==> config.mk <==
export PLATFORM = sky130hd
export DESIGN_NAME = mips_multicycle_ctrl
export DESIGN_NICKNAME = d
export VERILOG_FILES = /design/src/rtl/mips_ctrl_pkg.sv /design/src/rtl/mem_wait_timer.sv /design/src/rtl/mips_multicycle_ctrl.sv
export SDC_FILE = /design/constraint.sdc
export NUM_CORES = 1
export LEC_CHECK = 0
export CAP_MARGIN = 20
export CORE_MARGIN = 1.5
export CORE_UTILIZATION = 35
export CTS_CLUSTER_DIAMETER = 60
export CTS_CLUSTER_SIZE = 10
export DETAILED_ROUTE_END_ITERATION = 10
export RECOVER_POWER = 25
export SLEW_MARGIN = 20
export SYNTH_ARGS = -nofsm -noshare
export SYNTH_HDL_FRONTEND = slang
export SYNTH_SLANG_ARGS = --single-unit
==> constraint.sdc <==
create_clock -name clk -period 2.03 [get_ports clk]
set_clock_uncertainty 0.05 [all_clocks]
set_input_delay 0.203 -clock clk [delete_from_list [all_inputs] [get_ports clk]]
set_output_delay 0.203 -clock clk [all_outputs]
set_load 0.1 [all_outputs]
==> src/rtl/mips_ctrl_pkg.sv <==
// Shared encodings for the multi-cycle MIPS control sequencer: ISA fields,
// datapath select codes, FSM states and the opcode/funct decoder.
package mips_ctrl_pkg;

    localparam logic [5:0] OP_RTYPE = 6'h00;
    localparam logic [5:0] OP_J     = 6'h02;
    localparam logic [5:0] OP_JAL   = 6'h03;
    localparam logic [5:0] OP_BEQ   = 6'h04;
    localparam logic [5:0] OP_BNE   = 6'h05;
    localparam logic [5:0] OP_ADDI  = 6'h08;
    localparam logic [5:0] OP_XORI  = 6'h0E;
    localparam logic [5:0] OP_LW    = 6'h23;
    localparam logic [5:0] OP_SW    = 6'h2B;

    localparam logic [5:0] FN_JR    = 6'h08;
    localparam logic [5:0] FN_ADD   = 6'h20;
    localparam logic [5:0] FN_SUB   = 6'h22;
    localparam logic [5:0] FN_SLT   = 6'h2A;

    localparam logic [2:0] ALU_ADD  = 3'd0;
    localparam logic [2:0] ALU_SUB  = 3'd1;
    localparam logic [2:0] ALU_XOR  = 3'd2;
    localparam logic [2:0] ALU_SLT  = 3'd3;

    localparam logic [1:0] PC_SRC_PC4    = 2'd0;
    localparam logic [1:0] PC_SRC_BRANCH = 2'd1;
    localparam logic [1:0] PC_SRC_JUMP   = 2'd2;
    localparam logic [1:0] PC_SRC_RS     = 2'd3;

    localparam logic [1:0] REG_DST_RD = 2'd0;
    localparam logic [1:0] REG_DST_RT = 2'd1;
    localparam logic [1:0] REG_DST_RA = 2'd2;

    localparam logic [1:0] REG_SRC_ALU = 2'd0;
    localparam logic [1:0] REG_SRC_MEM = 2'd1;
    localparam logic [1:0] REG_SRC_PC4 = 2'd2;

    localparam logic [1:0] ALU_B_RT   = 2'd0;
    localparam logic [1:0] ALU_B_SIMM = 2'd1;
    localparam logic [1:0] ALU_B_ZIMM = 2'd2;

    typedef enum logic [2:0] {
        IDLE   = 3'd0,
        FETCH  = 3'd1,
        DECODE = 3'd2,
        EXEC   = 3'd3,
        MEM    = 3'd4,
        WB     = 3'd5,
        HALT   = 3'd6
    } state_t;

    typedef enum logic [3:0] {
        INS_ILLEGAL,
        INS_ADD,
        INS_SUB,
        INS_SLT,
        INS_JR,
        INS_J,
        INS_JAL,
        INS_ADDI,
        INS_XORI,
        INS_BEQ,
        INS_BNE,
        INS_LW,
        INS_SW
    } instr_t;

    // Anything outside the supported subset collapses to INS_ILLEGAL.
    function automatic instr_t decode_instr(input logic [5:0] opcode,
                                            input logic [5:0] funct);
        instr_t ins;
        ins = INS_ILLEGAL;
        case (opcode)
            OP_RTYPE: begin
                case (funct)
                    FN_ADD:  ins = INS_ADD;
                    FN_SUB:  ins = INS_SUB;
                    FN_SLT:  ins = INS_SLT;
                    FN_JR:   ins = INS_JR;
                    default: ins = INS_ILLEGAL;
                endcase
            end
            OP_J:    ins = INS_J;
            OP_JAL:  ins = INS_JAL;
            OP_BEQ:  ins = INS_BEQ;
            OP_BNE:  ins = INS_BNE;
            OP_ADDI: ins = INS_ADDI;
            OP_XORI: ins = INS_XORI;
            OP_LW:   ins = INS_LW;
            OP_SW:   ins = INS_SW;
            default: ins = INS_ILLEGAL;
        endcase
        return ins;
    endfunction

endpackage

==> src/rtl/mem_wait_timer.sv <==
// Memory handshake watchdog: counts cycles a request sits unacknowledged and
// flags expiry when the count reaches MAX_COUNT with the request still pending.
module mem_wait_timer #(
    parameter int MAX_COUNT = 255,
    parameter int W         = 8
) (
    input  logic clk,
    input  logic reset,
    input  logic clear,
    input  logic count_en,
    output logic expired
);

    logic [W-1:0] count;

    assign expired = count_en && (count == W'(MAX_COUNT));

    always_ff @(posedge clk or posedge reset) begin
        if (reset) begin
            count <= '0;
        end else if (clear) begin
            count <= '0;
        end else if (count_en && !expired) begin
            count <= count + W'(1);
        end
    end

endmodule

==> src/rtl/mips_multicycle_ctrl.sv <==
// Multi-cycle MIPS control sequencer (IDLE/FETCH/DECODE/EXEC/MEM/WB/HALT).
// Define MIPS_CTRL_ILLEGAL_TRAP_EN to halt on illegal instructions and expose illegal_instr.
import mips_ctrl_pkg::*;

module mips_multicycle_ctrl #(
    parameter int MEM_WAIT_MAX = 255,
    parameter int TIMER_W      = 8
) (
    input  logic       clk,
    input  logic       reset,
    input  logic [5:0] opcode,
    input  logic [5:0] funct,
    input  logic       alu_zero,
    input  logic       mem_ready,
    output logic       mem_req,
    output logic       mem_we,
    output logic       mem_addr_sel,
    output logic       ir_we,
    output logic       pc_we,
    output logic [1:0] pc_src,
    output logic       reg_we,
    output logic [1:0] reg_dst,
    output logic [1:0] reg_src,
    output logic [2:0] alu_op,
    output logic [1:0] alu_src_b,
    output logic       instr_done,
    output logic       halted,
    output logic       mem_timeout,
`ifdef MIPS_CTRL_ILLEGAL_TRAP_EN
    output logic       illegal_instr,
`endif
    output logic [2:0] dbg_state
);

    state_t state;
    state_t next_state;
    instr_t instr;
    logic   timer_clear;
    logic   timer_count_en;
    logic   timer_expired;
    logic   timeout_q;

    assign instr = decode_instr(opcode, funct);

    always_ff @(posedge clk or posedge reset) begin
        if (reset) begin
            state <= IDLE;
        end else begin
            state <= next_state;
        end
    end

    always_comb begin
        next_state = state;
        case (state)
            IDLE: next_state = FETCH;
            FETCH: begin
                if (mem_ready) begin
                    next_state = DECODE;
                end else if (timer_expired) begin
                    next_state = HALT;
                end
            end
            DECODE: begin
                case (instr)
                    INS_J: next_state = FETCH;
                    INS_ILLEGAL: begin
`ifdef MIPS_CTRL_ILLEGAL_TRAP_EN
                        next_state = HALT;
`else
                        next_state = FETCH;
`endif
                    end
                    default: next_state = EXEC;
                endcase
            end
            EXEC: begin
                case (instr)
                    INS_ADD, INS_SUB, INS_SLT, INS_ADDI, INS_XORI: next_state = WB;
                    INS_LW, INS_SW:                                next_state = MEM;
                    default:                                       next_state = FETCH;
                endcase
            end
            MEM: begin
                // A late mem_ready beats the watchdog in the same cycle.
                if (mem_ready) begin
                    next_state = (instr == INS_LW) ? WB : FETCH;
                end else if (timer_expired) begin
                    next_state = HALT;
                end
            end
            WB:      next_state = FETCH;
            HALT:    next_state = HALT;
            default: next_state = IDLE;
        endcase
    end

    // Memory port: mem_req is a level held until the cycle mem_ready is high;
    // that cycle completes the access and mem_we is only meaningful with mem_req.
    always_comb begin
        mem_req      = 1'b0;
        mem_we       = 1'b0;
        mem_addr_sel = 1'b0;
        ir_we        = 1'b0;
        pc_we        = 1'b0;
        pc_src       = PC_SRC_PC4;
        reg_we       = 1'b0;
        reg_dst      = REG_DST_RD;
        reg_src      = REG_SRC_ALU;
        alu_op       = ALU_ADD;
        alu_src_b    = ALU_B_RT;
        instr_done   = 1'b0;
        case (state)
            FETCH: begin
                mem_req = 1'b1;
                if (mem_ready) begin
                    ir_we  = 1'b1;
                    pc_we  = 1'b1;
                    pc_src = PC_SRC_PC4;
                end
            end
            DECODE: begin
                case (instr)
                    INS_J: begin
                        pc_we      = 1'b1;
                        pc_src     = PC_SRC_JUMP;
                        instr_done = 1'b1;
                    end
                    INS_ILLEGAL: begin
`ifndef MIPS_CTRL_ILLEGAL_TRAP_EN
                        instr_done = 1'b1;
`endif
                    end
                    default: ;
                endcase
            end
            EXEC: begin
                case (instr)
                    INS_ADD: alu_op = ALU_ADD;
                    INS_SUB: alu_op = ALU_SUB;
                    INS_SLT: alu_op = ALU_SLT;
                    INS_JR: begin
                        pc_we      = 1'b1;
                        pc_src     = PC_SRC_RS;
                        instr_done = 1'b1;
                    end
                    INS_JAL: begin
                        reg_we     = 1'b1;
                        reg_dst    = REG_DST_RA;
                        reg_src    = REG_SRC_PC4;
                        pc_we      = 1'b1;
                        pc_src     = PC_SRC_JUMP;
                        instr_done = 1'b1;
                    end
                    INS_ADDI, INS_LW, INS_SW: begin
                        alu_op    = ALU_ADD;
                        alu_src_b = ALU_B_SIMM;
                    end
                    INS_XORI: begin
                        alu_op    = ALU_XOR;
                        alu_src_b = ALU_B_ZIMM;
                    end
                    INS_BEQ, INS_BNE: begin
                        // rs ^ rt == 0 exactly when the operands are equal.
                        alu_op     = ALU_XOR;
                        alu_src_b  = ALU_B_RT;
                        pc_we      = (instr == INS_BEQ) ? alu_zero : !alu_zero;
                        pc_src     = PC_SRC_BRANCH;
                        instr_done = 1'b1;
                    end
                    default: ;
                endcase
            end
            MEM: begin
                mem_req      = 1'b1;
                mem_addr_sel = 1'b1;
                mem_we       = (instr == INS_SW);
                instr_done   = mem_ready && (instr == INS_SW);
            end
            WB: begin
                reg_we     = 1'b1;
                instr_done = 1'b1;
                case (instr)
                    INS_ADD, INS_SUB, INS_SLT: reg_dst = REG_DST_RD;
                    default:                   reg_dst = REG_DST_RT;
                endcase
                reg_src = (instr == INS_LW) ? REG_SRC_MEM : REG_SRC_ALU;
            end
            default: ;
        endcase
    end

    // Outside FETCH/MEM mem_req is low, so the counter is already zero on entry.
    assign timer_clear    = !mem_req || mem_ready;
    assign timer_count_en = mem_req && !mem_ready;

    mem_wait_timer #(
        .MAX_COUNT (MEM_WAIT_MAX),
        .W         (TIMER_W)
    ) u_mem_wait_timer (
        .clk      (clk),
        .reset    (reset),
        .clear    (timer_clear),
        .count_en (timer_count_en),
        .expired  (timer_expired)
    );

    always_ff @(posedge clk or posedge reset) begin
        if (reset) begin
            timeout_q <= 1'b0;
        end else if (timer_expired) begin
            timeout_q <= 1'b1;
        end
    end

`ifdef MIPS_CTRL_ILLEGAL_TRAP_EN
    logic illegal_q;

    always_ff @(posedge clk or posedge reset) begin
        if (reset) begin
            illegal_q <= 1'b0;
        end else if (state == DECODE && instr == INS_ILLEGAL) begin
            illegal_q <= 1'b1;
        end
    end

    assign illegal_instr = illegal_q;
`endif

    assign halted      = (state == HALT);
    assign mem_timeout = timeout_q;
    assign dbg_state   = state;

endmodule

==> summary.md, run 1 <==
| Metric | Value |
|---|---|
| Fin. max-slew vios | `0` |
| Post-synth EDFFs | `0` |
| Nets | `252` |
| Multiplexer share of the synthesized area | `0.008256` |
| CTS tree | `built` |
| Final hold viol count | `0` |
| Pwr/cell area | `686.0 nW/um^2` |
| VDD IR max | `0.3208 mV` |
| Area growth from synthesis to layout | `95.87%` |
| RSZ-0062 raised after global routing | `true` |
| Layout cells sized above 1 | `0.5598` |
| Cells after Synth | `159` |
| Initial core utilization | `0.3633` |
| CP Data Arrival Time | `1.86 ns` |
| WL per Instance | `15.02 um` |
| R2r worst-path depth | `6` |
| Final period util | `1.042` |
| # IOs | `39` |
| Residual DRC | `0` |
| Share of the synthesized area in the top cell type | `0.2477` |
| Htree depth | `1` |
| Tmin final | `2.116 ns` |
| DRT antenna net count | `0` |
| Placeable Area | `3337 um^2` |
| Synth Area in XOR/XNOR | `0.02890` |
| Total track usage | `0.2188` |
| Diodes inserted | `0` |
| PnR Total Power | `1.629 mW` |
| Most common cell in the netlist | `nor2_1` |
| Post-Syn Area | `1212 um^2` |
| Pleak | `0.9991 nW` |
| Netlist cell types | `53` |
| PortBufs | `37` |
| Post-synthesis simple-gate area fraction | `0.4056` |
| Adder-cell area share of the yosys netlist | `0.01032` |
| Via count | `1,499` |
| DIE AREA | `3826 um^2` |
| Syn Nets | `176` |
| Largest family of logic cells by synthesized area | `simple AND/OR/NAND/NOR gates` |
| 1st-iter DRT viols | `76` |
| Width of the chip | `61.86 um` |
| Clk Latency, worst-skew pair | `0.28 ns` |
| Top cells by area, synth | `dfrtp_1 (25%), nor2_1 (8.0%), nand2_1 (4.0%)` |
| Register area share after synthesis | `0.2477` |
| Max cap viols | `0` |
| Ys flop type | `dfrtp_1` |
| Worst hold slack | `0.3171 ns` |
| Number of synthesis warnings | `0` |
| Detailed placer's ending HPWL | `3.069 mm` |
| Seq cells post-synth | `12` |
| Compound-Gate Fraction of Synth Area | `0.2105` |
| Worst-path fanout max | `6` |
| Most instantiated cells after synthesis | `nor2_1 (26), nand2_1 (13), dfrtp_1 (12)` |
| Post-placement cell count | `258` |
| Crit end category | `primary output` |
| CP Launch Type | `input port` |
| Asr flop ratio synth | `1.000` |
| Total grt overflow | `0` |
| Largest net degree at the start of global routing | `13` |
| Root Buffer | `clkbuf_4` |
| Failing checks | `setup timing` |
| GPL Wtd Cong | `0.8613` |
| Vias per inst | `5.354` |
| Initial antenna violation count | `0` |
| Die Span Y | `61.86 um` |
| First-pass GRT wire length | `6.237 mm` |
| Hold Buf Count CTS | `0` |
| Final setup viols | `3` |
| Crit path kind | `input port to primary output` |
| Hold Crit Class | `input port to async pin` |
| Clk sinks | `12` |
| Drt pass-1 iters | `4` |
| Synthesized area per cell | `7.625 um^2` |
| Max Root-Sink Buffers | `2` |
| Yosys top cell by area | `dfrtp_1` |
| Status | `finished, violations left` |
| WL final | `4.205 mm` |
| Min setup slack post-route | `-0.08552 ns` |
| Fmax | `0.4727 GHz` |
| Worst path required time | `1.78 ns` |
| Clk pin slew, worst setup/hold paths | `0.08 ns` |
| TritonCTS Buffers | `3` |
| Non-filler instance count after layout | `280` |
| Vias in the first global route | `1,411` |
| Row cnt | `21` |
[critical path, stage by stage]
cell and delay [ns]:
buf_2 0.14, buf_4 0.17, nor4b_2 0.34, a32oi_1 0.12, and3_4 0.24, nand2b_4 0.14
and3_4 0.18, o21ai_4 0.14, buf_12 0.19
[sequential cells by signal, summed over array words and instances, names as in the netlist]
| name | flops |
|---|---|
| dbg_state | 3 |
| mem_timeout | 1 |
| u_mem_wait_timer.count | 8 |
[per-layer routing]
metal | share of wire | wire length, um | up-vias | track usage
li1 | - | - | 726 | -
met1 | 0.40 | 1676 | 717 | 0.2716
met2 | 0.55 | 2293 | 48 | 0.4030
met3 | 0.039 | 163 | 8 | 0.03313
met4 | 0.017 | 72 | 0 | 0.03951
met5 | 0 | 0 | - | 0
[path summary, 6_finish.rpt]
kind	startpoint	end	slack, ns
max reg2reg	dbg_state[0]$_DFF_PP0_	u_mem_wait_timer.count[6]$_DFFE_PP0P_	0.20
max in group asynchronous	reset	dbg_state[2]$_DFF_PP0_	1.26
min in group clk	mem_timeout$_DFFE_PP0P_	mem_timeout$_DFFE_PP0P_	0.43
min	reset	u_mem_wait_timer.count[7]$_DFFE_PP0P_	0.32
max	opcode[3]	pc_we	-0.09
min reg2reg	mem_timeout$_DFFE_PP0P_	mem_timeout$_DFFE_PP0P_	0.43
[power breakdown]
part	switching (mW)	internal (mW)	leakage, nW
sequential	0.0415	0.274	0.158
clock	0.0838	0.109	0.0210
combinational	0.706	0.415	0.820
[cells by family (layout without fill, tap and decap cells)]
kind of cell / after synthesis / after routing
AND/OR/NAND/NOR: 85 / 85
AO/OA/AOI/OAI: 38 / 38
buffers and inverters: 17 / 92
flip-flops: 12 / 12
XOR/XNOR: 4 / 4
adder cells (fa/ha/maj): 1 / 1
other: 1 / 1
multiplexers: 1 / 1
[cells in the final DEF (no fill, tap or decap), drive strengths merged, types with 2 or more instances in the layout]
cell,count
nand4,4
nand3b,3
and3,5
o211ai,2
nor3,8
dfrtp,12
inv,5
xnor2,3
and2,2
nand2b,3
a21oi,8
nor4b,3
nor2b,4
and3b,2
dlygate4sd2,6
nand2,13
nor2,26
nand3,8
clkdlybuf4s50,2
a31oi,3
buf,72
clkbuf,5
o21ai,11
a21boi,2
[layout make-up]
class                      count  area (um^2)
clock buffer                   4        36.28
tap                           46        57.56
multi-input combinational    130         1072
inverter                       6        26.28
sequential                    12        309.0
timing repair buffer          82        873.3
fill                         277        962.2
[timing repair]
action / CTS / global route
gates resized for setup: 56 / 15
setup buffers: 10 / 8
pin swaps: 17 / 11
setup endpoints to repair: 12 / 12
gates cloned: 1 / 0
[through the flow]
stage | worst slack (ns) | area (um^2) | TNS, ns | util
2_1_floorplan | -0.8073 | 1368 | -8.560 | -
3_5_place_dp | -0.4292 | 2078 | -2.944 | 0.6228
3_3_place_gp | -0.4229 | 2078 | -2.310 | 0.6228
6_report | -0.08552 | 2375 | -0.1494 | 0.7117
4_1_cts | -0.05620 | 2267 | -0.1529 | 0.6794
5_1_grt | -0.1237 | 2375 | -0.3223 | 0.7117
(Power assumes the default switching activity.)
==> run 2: changes to the inputs <==
--- a/config.mk
+++ b/config.mk
@@ -5,8 +5,7 @@
 export SDC_FILE = /design/constraint.sdc
 export NUM_CORES = 1
 export LEC_CHECK = 0
-export CAP_MARGIN = 20
-export CORE_MARGIN = 1.5
+export CORE_MARGIN = 2
 export CORE_UTILIZATION = 35
 export CTS_CLUSTER_DIAMETER = 60
 export CTS_CLUSTER_SIZE = 10
==> constraint.sdc (replaced) <==
create_clock -name clk -period 2.36 [get_ports clk]
set_clock_uncertainty 0.05 [all_clocks]
set_input_delay 0.236 -clock clk [delete_from_list [all_inputs] [get_ports clk]]
set_output_delay 0.236 -clock clk [all_outputs]
set_load 0.1 [all_outputs]
==> summary.md, run 2 (same netlist as run 1, synthesis figures left out) <==
| Metric | Value |
|---|---|
| Hold Crit Class | `input port to async pin (unchanged)` |
| First-pass GRT wire length | `5.940 mm (was 6.237 mm)` |
| Fmax | `0.4390 GHz` |
| Final setup viols | `0 (was 3)` |
| Initial antenna violation count | `0 (unchanged)` |
| Tmin final | `2.278 ns` |
| Setup_tns | `0 ns (was -0.1494 ns)` |
| Residual DRC | `0 (unchanged)` |
| PortBufs | `37 (unchanged)` |
| Dpl ws | `-0.09964 ns (was -0.4292 ns)` |
| Dpl cell area | `1982 um^2 (was 2078 um^2)` |
| Root Buffer | `clkbuf_4 (unchanged)` |
| Fin. max-slew vios | `0 (unchanged)` |
| Worst hold slack | `0.3414 ns (was 0.3171 ns)` |
| Max Root-Sink Buffers | `2 (unchanged)` |
| Vias in the first global route | `1,291 (was 1,411)` |
| Final hold viol count | `0 (unchanged)` |
| Width of the chip | `62.86 um (was 61.86 um)` |
| CP top delay family | `buffers and inverters (was simple AND/OR/NAND/NOR gates)` |
| Nets | `236 (was 252)` |
| Final period util | `0.9652` |
| Clk Latency, worst-skew pair | `0.28 ns (about the same)` |
| WL per Instance | `13.66 um (was 15.02 um)` |
| Fill cells | `307 (was 277)` |
| Layout cells sized above 1 | `0.4174 (was 0.5598)` |
| Die Span Y | `62.86 um (was 61.86 um)` |
| Top reg by flops | `u_mem_wait_timer.count (unchanged)` |
| GPL Wtd Cong | `0.7869 (was 0.8613)` |
| CP Cell Sequence | `clkdlybuf4s50_1 > nor4b_4 > nand4_1 > and3_4 > nand2b_4 > o21ai_0 > buf_4 > o21ai_4 > buf_12 (was buf_2 > buf_4 > nor4b_2 > a32oi_1 > and3_4 > nand2b_4 > and3_4 > o21ai_4 > buf_12)` |
| Status | `complete, no violations (was finished, violations left)` |
| # IOs | `39 (unchanged)` |
| WL final | `3.607 mm (was 4.205 mm)` |
| CP max-delay cell | `clkdlybuf4s50_1 (was nor4b_2)` |
| CP Launch Type | `input port (unchanged)` |
| Initial core utilization | `0.3633 (unchanged)` |
| Crit path largest cell delay | `0.51 ns (was 0.34 ns)` |
| CTS tree | `built (unchanged)` |
| Clk pin slew, worst setup/hold paths | `0.08 ns (about the same)` |
| Clk sinks | `12 (unchanged)` |
| RSZ-0062 raised after global routing | `true (unchanged)` |
| Worst path buffer plus inverter count | `3 (unchanged)` |
| Post-route cell area | `2100 um^2 (was 2375 um^2)` |
| DRT antenna net count | `0 (unchanged)` |
| Min setup slack post-route | `0.08216 ns (was -0.08552 ns)` |
| VDD IR max | `0.2137 mV (was 0.3208 mV)` |
| Pleak | `0.8788 nW (was 0.9991 nW)` |
| Hold Buf Count CTS | `0 (unchanged)` |
| Vias per inst | `5.265 (was 5.354)` |
| Row cnt | `21 (unchanged)` |
| TritonCTS Buffers | `3 (unchanged)` |
| Commonest non-fill, non-tap cells in the layout | `buf_4 (33), nor2_1 (17), buf_12 (16), nand2_1 (11), dfrtp_1 (9) (was buf_4 (41), buf_12 (19), nor2_1 (14), nor2_4 (11), dfrtp_1 (9))` |
| Worst path required time | `2.07 ns (was 1.78 ns)` |
| Crit end category | `primary output (unchanged)` |
| Largest register FFs | `8 (unchanged)` |
| Pwr/cell area | `610.5 nW/um^2 (was 686.0 nW/um^2)` |
| 1st-iter DRT viols | `93 (was 76)` |
| CP Data Arrival Time | `1.99 ns (was 1.86 ns)` |
| DIE AREA | `3951 um^2 (was 3826 um^2)` |
| Footprint of the multi-input gates | `940.9 um^2 (was 1072 um^2)` |
| Largest net degree at the start of global routing | `13 (unchanged)` |
| Worst-path fanout max | `2 (was 6)` |
| Post-placement cell count | `252 (was 258)` |
| Via count | `1,390 (was 1,499)` |
| Htree depth | `1 (unchanged)` |
| Detailed placer's ending HPWL | `2.928 mm (was 3.069 mm)` |
| Drt pass-1 iters | `4 (unchanged)` |
| Non-filler instance count after layout | `264 (was 280)` |
| Total area of sequential cells | `309.0 um^2 (unchanged)` |
| Total grt overflow | `0 (unchanged)` |
| Max cap viols | `0 (unchanged)` |
| Total track usage | `0.1865 (was 0.2188)` |
| Crit path kind | `input port to primary output (unchanged)` |
| Most common cell after layout, fill and taps aside | `buf_4 (unchanged)` |
| Diodes inserted | `0 (unchanged)` |
| Area growth from synthesis to layout | `73.17% (was 95.87%)` |
| Final design utilization | `0.6292 (was 0.7117)` |
| Placeable Area | `3337 um^2 (unchanged)` |
| PnR Total Power | `1.282 mW (was 1.629 mW)` |
## run 2: changes by cell type in the layout (fill, tap and decap cells not counted), moves of 3 or more
cell / previous run / this run
nor2_1: 14 / 17
buf_4: 41 / 33
buf_12: 19 / 16
buf_2: 6 / 0
nand2_1: 6 / 11
nand2_2: 6 / 2
nor2_2: 1 / 4
clkdlybuf4s50_1: 2 / 8
nor2_4: 11 / 5
buf_6: 6 / 2
## run 2: final timing paths
kind | end | slack [ns] | cells after the start | from
min in group clk | mem_timeout$_DFFE_PP0P_ | 0.44 | 1 | mem_timeout$_DFFE_PP0P_
min | u_mem_wait_timer.count[5]$_DFFE_PP0P_ | 0.34 | 2 | reset
max | pc_we | 0.08 | 9 | funct[5]
min reg2reg | mem_timeout$_DFFE_PP0P_ | 0.44 | 1 | mem_timeout$_DFFE_PP0P_
max reg2reg | dbg_state[0]$_DFF_PP0_ | 0.52 | 7 | u_mem_wait_timer.count[0]$_DFFE_PP0P_
max in group asynchronous | dbg_state[2]$_DFF_PP0_ | 1.57 | 2 | reset
## run 2: cell type report
cell class | instances | area share
Multi-Input combinational cell | 130 | 0.4482
Timing Repair Buffer | 66 | 0.3492
Sequential cell | 12 | 0.1472
Tap cell | 46 | 0.02741
Clock buffer | 4 | 0.01728
Inverter | 6 | 0.01073
## run 2: metal layers
| metal | global-route usage | part of all wire | vias to the layer above |
|---|---|---|---|
| met5 | 0 | 0 | - |
| met4 | 0.05000 | 0.013 | 0 |
| met3 | 0.01982 | 0.031 | 5 |
| met2 | 0.3253 | 0.51 | 35 |
| met1 | 0.2437 | 0.45 | 660 |
| li1 | - | - | 690 |
## run 2: power breakdown
group	total (mW)	switching, mW	internal (mW)
Clock	0.167	0.0732	0.0939
Combinational	0.839	0.536	0.303
Sequential	0.275	0.0398	0.236
Total	1.28	0.649	0.632
## run 2: worst register-to-register path, stage by stage, from the launching register on
cell and delay (ns):
dfrtp_1 0.42, ha_1 0.24, nand3_1 0.13, nor2_1 0.13, nand2_1 0.22, a21oi_1 0.29, a211o_1 0.16, o21ai_0 0.07
## run 2: timing repair
action / 4_1_cts / 5_1_grt
buffers inserted: 3 / 5
gates resized for setup: 13 / 2
pin swaps: 7 / 2
endpoints found under the setup margin: 7 / 6
